`config.mk`:
```
export PLATFORM = sky130hd
export DESIGN_NAME = dmac_uni_param
export DESIGN_NICKNAME = d
export VERILOG_FILES = /design/src/rtl/dmac_uni_param.sv
export SDC_FILE = /design/constraint.sdc
export NUM_CORES = 1
export LEC_CHECK = 0
export CAP_MARGIN = 25
export CORE_MARGIN = 2
export CORE_UTILIZATION = 55
export CTS_BUF_LIST = sky130_fd_sc_hd__clkbuf_8
export DETAILED_ROUTE_END_ITERATION = 8
export DONT_BUFFER_PORTS = 1
export GPL_TIMING_DRIVEN = 0
export PLACE_DENSITY = 0.7
export REMOVE_ABC_BUFFERS = 1
export SLEW_MARGIN = 40
export SYNTH_ARGS = -nofsm -noshare
export SYNTH_HDL_FRONTEND = slang
export SYNTH_SLANG_ARGS = --single-unit
```
`constraint.sdc`:
```
create_clock -name clk -period 6.4 [get_ports clk]
set_input_delay 1.28 -clock clk [delete_from_list [all_inputs] [get_ports clk]]
set_output_delay 1.28 -clock clk [all_outputs]
set_load 0.03 [all_outputs]
```
`src/rtl/dmac_uni_param.sv`:
```
// dmac_uni_param -- parameterised unary (stochastic) dot-product engine.
//
// Each lane compares its operands against low-discrepancy (van der Corput)
// sequences to form a product bit. The lane bits are then combined by an OR
// adder (MODE 0) or a rotating MUX adder (MODE 1, scaled by 1/N). One run
// lasts 2^(2*BW) cycles and emits one qualified output bit per cycle.
//
// Parameters:
//   N    - number of product lanes (power of two, >= 2)
//   BW   - operand width in bits (2..10)
//   MODE - 0 = OR adder (nonscaled), 1 = MUX adder (scaled by 1/N)
//
// Ports:
//   clk, rst_n    - clock, asynchronous active-low reset
//   iA, iB        - N x BW unsigned operands, lane i at [i*BW +: BW]
//   loadA, loadB  - capture iA / iB (accepted only while idle)
//   start         - one-cycle run request (ignored while busy)
//   busy          - high in RUN and FLUSH
//   oC, oValid    - output bitstream and its qualifier
//   done          - one-cycle pulse on the final oValid cycle
//   acc           - count of ones in oC over the run; this port exists only
//                   when the macro DMAC_UNI_ACC_EN is defined
//
// Handshake: oC is meaningful only in cycles where oValid is high; oValid is
// high for exactly 2^(2*BW) consecutive cycles per run and there is no
// backpressure. oC is forced low whenever oValid is low.

module dmac_uni_param #(
    parameter int N    = 16,
    parameter int BW   = 8,
    parameter int MODE = 0
) (
    input  logic            clk,
    input  logic            rst_n,
    input  logic [N*BW-1:0] iA,
    input  logic [N*BW-1:0] iB,
    input  logic            loadA,
    input  logic            loadB,
    input  logic            start,
    output logic            busy,
    output logic            oC,
    output logic            oValid,
    output logic            done
`ifdef DMAC_UNI_ACC_EN
    ,
    output logic [2*BW:0]   acc
`endif
);

    localparam int LN = $clog2(N);

    typedef enum logic [1:0] {
        IDLE  = 2'd0,
        RUN   = 2'd1,
        FLUSH = 2'd2
    } state_t;

    state_t          state;
    logic [BW-1:0]   cntA;
    logic [BW-1:0]   cntB;
    logic [N*BW-1:0] regA;
    logic [N*BW-1:0] regB;

    logic [BW-1:0]   seqA;
    logic [BW-1:0]   seqB;
    logic [N-1:0]    p;
    logic            s;
    logic            lastK;

    // Bit reversal of the counters gives the Sobol dimension-1 sequence.
    for (genvar j = 0; j < BW; j++) begin : g_rev
        assign seqA[j] = cntA[BW-1-j];
        assign seqB[j] = cntB[BW-1-j];
    end

    for (genvar i = 0; i < N; i++) begin : g_lane
        assign p[i] = (regA[i*BW +: BW] > seqA) && (regB[i*BW +: BW] > seqB);
    end

    if (MODE == 0) begin : g_or_add
        assign s = |p;
    end else begin : g_mux_add
        // The selected lane changes once per cntA sweep, so every lane gets
        // an equal share of full seqA sweeps over the run.
        logic [LN-1:0] sel;
        for (genvar j = 0; j < LN; j++) begin : g_sel
            assign sel[j] = cntB[LN-1-j];
        end
        assign s = p[sel];
    end

    assign lastK = (&cntA) && (&cntB);

    always_ff @(posedge clk or negedge rst_n) begin
        if (!rst_n) begin
            state  <= IDLE;
            cntA   <= '0;
            cntB   <= '0;
            regA   <= '0;
            regB   <= '0;
            busy   <= 1'b0;
            oC     <= 1'b0;
            oValid <= 1'b0;
            done   <= 1'b0;
        end else begin
            oC     <= 1'b0;
            oValid <= 1'b0;
            done   <= 1'b0;
            case (state)
                IDLE: begin
                    // Loads land on the same edge as start, so a combined
                    // load+start runs on the new operands.
                    if (loadA) regA <= iA;
                    if (loadB) regB <= iB;
                    if (start) begin
                        state <= RUN;
                        busy  <= 1'b1;
                        cntA  <= '0;
                        cntB  <= '0;
                    end
                end
                RUN: begin
                    // Output of index k appears one cycle later, so the last
                    // product bit (and done) lands in the FLUSH cycle.
                    oValid <= 1'b1;
                    oC     <= s;
                    cntA   <= cntA + 1'b1;
                    if (&cntA) cntB <= cntB + 1'b1;
                    if (lastK) begin
                        state <= FLUSH;
                        done  <= 1'b1;
                    end
                end
                FLUSH: begin
                    state <= IDLE;
                    busy  <= 1'b0;
                end
                default: begin
                    state <= IDLE;
                    busy  <= 1'b0;
                end
            endcase
        end
    end

`ifdef DMAC_UNI_ACC_EN
    always_ff @(posedge clk or negedge rst_n) begin
        if (!rst_n) begin
            acc <= '0;
        end else if (state == IDLE && start) begin
            acc <= '0;
        end else if (oValid && oC) begin
            acc <= acc + 1'b1;
        end
    end
`endif

endmodule

```
# --- Yosys cells after proc, flatten, opt, wreduce, memory -nomap -nowiden ---
# Index checks and enable logic that the tools add are counted.
word_totals:
  romBits: 0
  latchBits: 0
  input_bits: 261
  memories: 0
  ff_bits: 278
  mem_bits_rw: 0
  output_inout_bits: 4
  elab_cells: 89
op_classes:
  div: 0
  n_lt_le_gt_ge: 32
  reduce_logical: 28
  n_mul: 0
  n_eq_ne: 4
  bitwise: 1
  muxes: 13
  addsub: 2
  n_shift: 0
op_table:
  columns: ["operator", "n"]
  rows:
  - ["$gt 8x8->1", 32]
  - ["$pmux 8 s2", 2]
  - ["$logic_and 1x1->1", 17]
  - ["$add 8x1->8 const B", 2]
  - ["$mux 8", 2]
  - ["$reduce_and 8->1", 2]
  - ["$reduce_or 16->1", 1]
  - ["$reduce_and 2->1", 5]
  - ["$ne 2x2->1 const B", 3]
  - ["$mux 1", 5]
  - ["$mux 2", 2]
  - ["$pmux 2 s2", 1]
  - ["$reduce_and 3->1", 1]
  - ["$eq 2x1->1 const B", 1]
  - ["$logic_not 2->1", 1]
  - ["$pmux 1 s2", 1]
  - ["$reduce_bool 2->1", 1]
  - ["$not 1->1", 1]

# --- Depth between registers and ports, before layout ---
depth:
  ltp_word: 4
  mapped_depth: 9
  ltp_nobuf: 9

# --- Worst setup path before layout ---
# OpenSTA, ideal clock, no wires.
synth_timing:
  path_kind: "input to register"
  start: "input start"
  end: "register cntA[7]"
  required_time_ns: 6.268
  n_path_buf: 0
  path_stages: 6
  arrival_time_ns: 2.222
  setup_ns: 0.132
  path_slack_ns: 4.046
  path_cell_list: "o21bai_1 -> nor2_1 -> and4_1 -> nand3_1 -> xor2_1 -> nor2_1"
synth_via:
  elab_chain_len: 2
synth_rtl:
  columns: ["item", "line_no", "text"]
  rows:
  - ["start, declared", "39", "input logic start,"]
  - ["$ne 2x2->1 (no source line)", null, null]
  - ["$reduce_and 2->1 (no source line)", null, null]
  - ["end signal, assigned", "127", "cntA <= cntA + 1'b1;"]
  - ["end, declared", "59", "logic [BW-1:0] cntA;"]
# Every way passes these cells.
# A chain may end at the register's enable or synchronous reset.

# --- Final worst setup path ---
layout_timing:
  start: "register cntA[6]"
  end: "register oC"
layout_via:
  elab_chain_len: 4
  elab_cells_between_ends: 34
  classes_between: "16 x order compare; 1 x mux; 17 x reduce/logical"
layout_rtl:
  columns: ["item", "line_no", "text"]
  rows:
  - ["$gt 8x8->1", "77", "assign p[i] = (regA[i*BW +: BW] > seqA) && (regB[i*BW +: BW] > seqB);"]
  - ["$logic_and 1x1->1", "77", null]
  - ["$reduce_or 16->1 (*)", "81", "assign s = |p;"]
  - ["$mux 1 (*)", "109", "case (state)"]
  - ["end signal, assigned", "126", "oC <= s;"]
  - ["end, declared", "41", "output logic oC,"]
# Every way passes the cells marked *; elsewhere a longest branch is shown, timed or not.

==> results.json <==
{
  "p_leak_nw": 8.79,
  "finalWorstSetupSlack_ns": 3.21,
  "crit_fanout": 16,
  "hold_class": "input pin to async pin",
  "grt_overflow": 0,
  "hold_ws_ns": 0.413,
  "drv_slew": 0,
  "comb_power_share_pct": 27.8,
  "switchingPower_mw": 1.74,
  "cts.reportedPaths.clkPinSlew_ns": 0.06,
  "finalHoldViolCount": 0,
  "switching_share_pct": 33.1,
  "drv_cap": 0,
  "cts_setup_buffers": 0,
  "synthDistinctLibCells": 44,
  "setup_violations": 0,
  "synth_compound_area_share_pct": 9.44,
  "total_power_mw": 5.25,
  "synth_top_family_by_area": "adder cells",
  "yosys.area_share.simple_pct": 8.02,
  "timing.final.crit_share_pct": 49.9,
  "synth_area_per_cell_um2": 11.9,
  "power_per_cell_area_nw_per_um2": 300,
  "cts.sinks": 278,
  "drive_gt1_share_pct": 23.4,
  "ioPinCount": 265,
  "synth_cells": 1351,
  "worst_setup_path_start_kind": "register",
  "ant_nets": 0,
  "grt_pass1_vias": 11200,
  "synth.top_cells.by_area": "dfrtp_1 43%, ha_1 20%, mux2_2 16%",
  "numCtsBuffers": 49,
  "route.detailed.drc": 0,
  "setup_tns_ns": 0,
  "finalNetCount": 1894,
  "p_seq_share_pct": 39.7,
  "grt_max_degree": 279,
  "crit_required_ns": 6.81,
  "h-tree-depth": 2,
  "row_count": 62,
  "routed_wl_mm": 40.2,
  "muxShareOfSynthArea_pct": 15.7,
  "worstMarginPinSlew_ns": 0.870,
  "finClkSkew_ns": 0.0114,
  "synthFlopType": "dfrtp_1",
  "die-width_um": 175,
  "yosys.area_share.adder_pct": 20.1,
  "core-area_um2": 28700,
  "period_needed_ns": 3.19,
  "finalWeightedCongestion": 0.797,
  "timing.rr.end": "oC",
  "viasPerCell": 5.96,
  "synthXorXnorAreaFrac_pct": 0.492,
  "reg2regPathDepth": 9,
  "cts_tree": "built",
  "pre_cts_slack_ns": 3.16,
  "max_freq_mhz": 313,
  "p_int_mw": 3.51,
  "drtIter0Drc": 527,
  "peakVddDrop_v": 0.000230,
  "post-synth-top-area-fraction_pct": 43.4,
  "hpwl_mm": 27.6,
  "placed_area_um2": 16500,
  "cts_resized": 0,
  "grt_pass1_wl_mm": 62.4,
  "synth-seq-cells": 278,
  "cts_root_buf": "clkbuf_8",
  "regToRegSetupSlack_ns": 3.21,
  "finalNonFillerCells": 1806,
  "dr.pass1.iters": 4,
  "synth_warnings": 0,
  "hold_buffers": 0,
  "stdcell_area_um2": 17500,
  "fillers": 2335,
  "synth.yosys.seq_area_share_pct": 43.4,
  "area_growth_pct": 9.31,
  "maxSlewHeadroom_pct": 42.0,
  "grt_antenna_before_repair": 19,
  "syn_area_um2": 16000,
  "crit_path_end_kind": "register",
  "rsz0062_at_grt": "false",
  "yosys.area.top_type": "dfrtp_1",
  "grt_usage_pct": 26.5,
  "dieHeight_um": 175,
  "initial_core_util_pct": 55.8,
  "utilization_pct": 61.0,
  "synth_edf_count": 0,
  "status": "completed",
  "async_reset_ff_share_pct": 100,
  "routed-via-count": 10800,
  "dp_cells": 1708,
  "clock_path_buffers": 3,
  "path_class": "register to register",
  "arrival_ns": 3.61,
  "clock_latency_ns": 0.57,
  "routedWlPerCell_um": 22.3,
  "pwr-share-clk_pct": 32.5,
  "r2r_start": "cntA[6]",
  "port_buffers": 0,
  "die-area_um2": 30500
}
-- cell usage after synthesis (all sizes together) (2+ instances only) --
library cell and number:
buf 28, o211ai 16, o22a 3, clkbuf 5, nor3 6, nand3 12, o311ai 3, nand2b 5
o21ai 64, nor2b 37, xor2 2, a21oi 87, nor2 37, inv 70, a21o 29, ha 258
o221ai 11, o21a 7, or3b 6, dfrtp 278, a211oi 11, xnor2 7, and4 9, nand2 58
o211a 6, mux2 224, nand4 55, nor4 4, and2 3, o22ai 4
-- critical path, cell delays in order (launching register included) --
cell and delay (ns):
dfrtp_1 0.42, inv_2 0.48, ha_1 0.35, nor2b_1 0.13, o211ai_1 0.15, a21oi_1 0.09, o311ai_1 0.51, o2111ai_1 0.22
nor4_1 0.52, a31oi_1 0.15
-- cell usage in the layout (no fill, tap or decap), types with 7 or more instances in the layout --
| cell | synthesis | routed |
|---|---|---|
| nand3_1 | 12 | 12 |
| a211oi_1 | 11 | 11 |
| inv_2 | 0 | 14 |
| nand2_1 | 58 | 58 |
| clkbuf_8 | 0 | 67 |
| nor2b_1 | 35 | 35 |
| dfrtp_1 | 278 | 276 |
| xnor2_1 | 7 | 7 |
| o221ai_1 | 11 | 11 |
| a21oi_1 | 87 | 87 |
| ha_1 | 258 | 258 |
| o21a_1 | 7 | 7 |
| o211ai_1 | 12 | 12 |
| a21o_1 | 29 | 29 |
| o21ai_0 | 63 | 63 |
| and4_1 | 9 | 9 |
| inv_1 | 70 | 72 |
| mux2_2 | 224 | 224 |
| nand4_1 | 55 | 55 |
| nor2_1 | 37 | 37 |
| diode_2 | 0 | 9 |
-- worst max path at each step --
stage	startpoint	depth (start not counted)	slack [ns]	endpoint
5_1_grt	cntA[6]	9	2.98	oC
3_5_place_dp	cntA[6]	9	3.16	oC
3_3_place_gp	loadB	2	-0.09	regB[6]
2_1_floorplan	loadA	2	1.50	regA[100]
4_1_cts	cntA[6]	9	3.15	oC
6_report	cntA[6]	9	3.21	oC
-- layer usage --
metal / track usage (%) / share of wire (%) / wire (um) / vias to the layer above
met5: 0 / 0.27 / 108 / -
met4: 9.76 / 3.2 / 1280 / 18
met3: 7.53 / 6.8 / 2750 / 87
met2: 42.7 / 46 / 18700 / 277
met1: 34.1 / 43 / 17400 / 5303
li1: - / - / - / 5074
-- power groups by stage --
stage                     sequential [mW]  clock [mW]  combinational, mW
after CTS                            2.08        1.75               1.46
after global routing                 2.10        1.82               1.66
after floorplan                      2.05           0               1.04
final                                2.08        1.71               1.46
after detailed placement             2.11           0               1.46
after global placement               2.10           0               1.36
-- state kept, by name, summed over array words and instances, names as in the netlist --
register,flops
busy,1
cntA,8
cntB,8
done,1
oC,1
oValid,1
regA,128
regB,128
state,2
-- cell families (layout without fill, tap and decap cells) --
family / count (synthesis) / in the layout
simple gates: 234 / 234
flops: 278 / 278
other cells: 0 / 9
mux: 224 / 224
compound gates: 245 / 245
buf+inv: 103 / 165
fa+ha+maj: 258 / 258
xor+xnor: 9 / 9
-- cell type report --
cell class / instances / area, um^2 / area share (%)
clock inverters: 22 / 118 / 0.671
repair buffers: 6 / 120 / 0.686
inverters: 70 / 263 / 1.50
clock buffers: 67 / 922 / 5.26
diodes: 9 / 22.5 / 0.129
well taps: 384 / 480 / 2.74
flip-flops and latches: 278 / 6960 / 39.7
multi-input cells: 970 / 8630 / 49.3
Power figures use the tool's default switching activity.
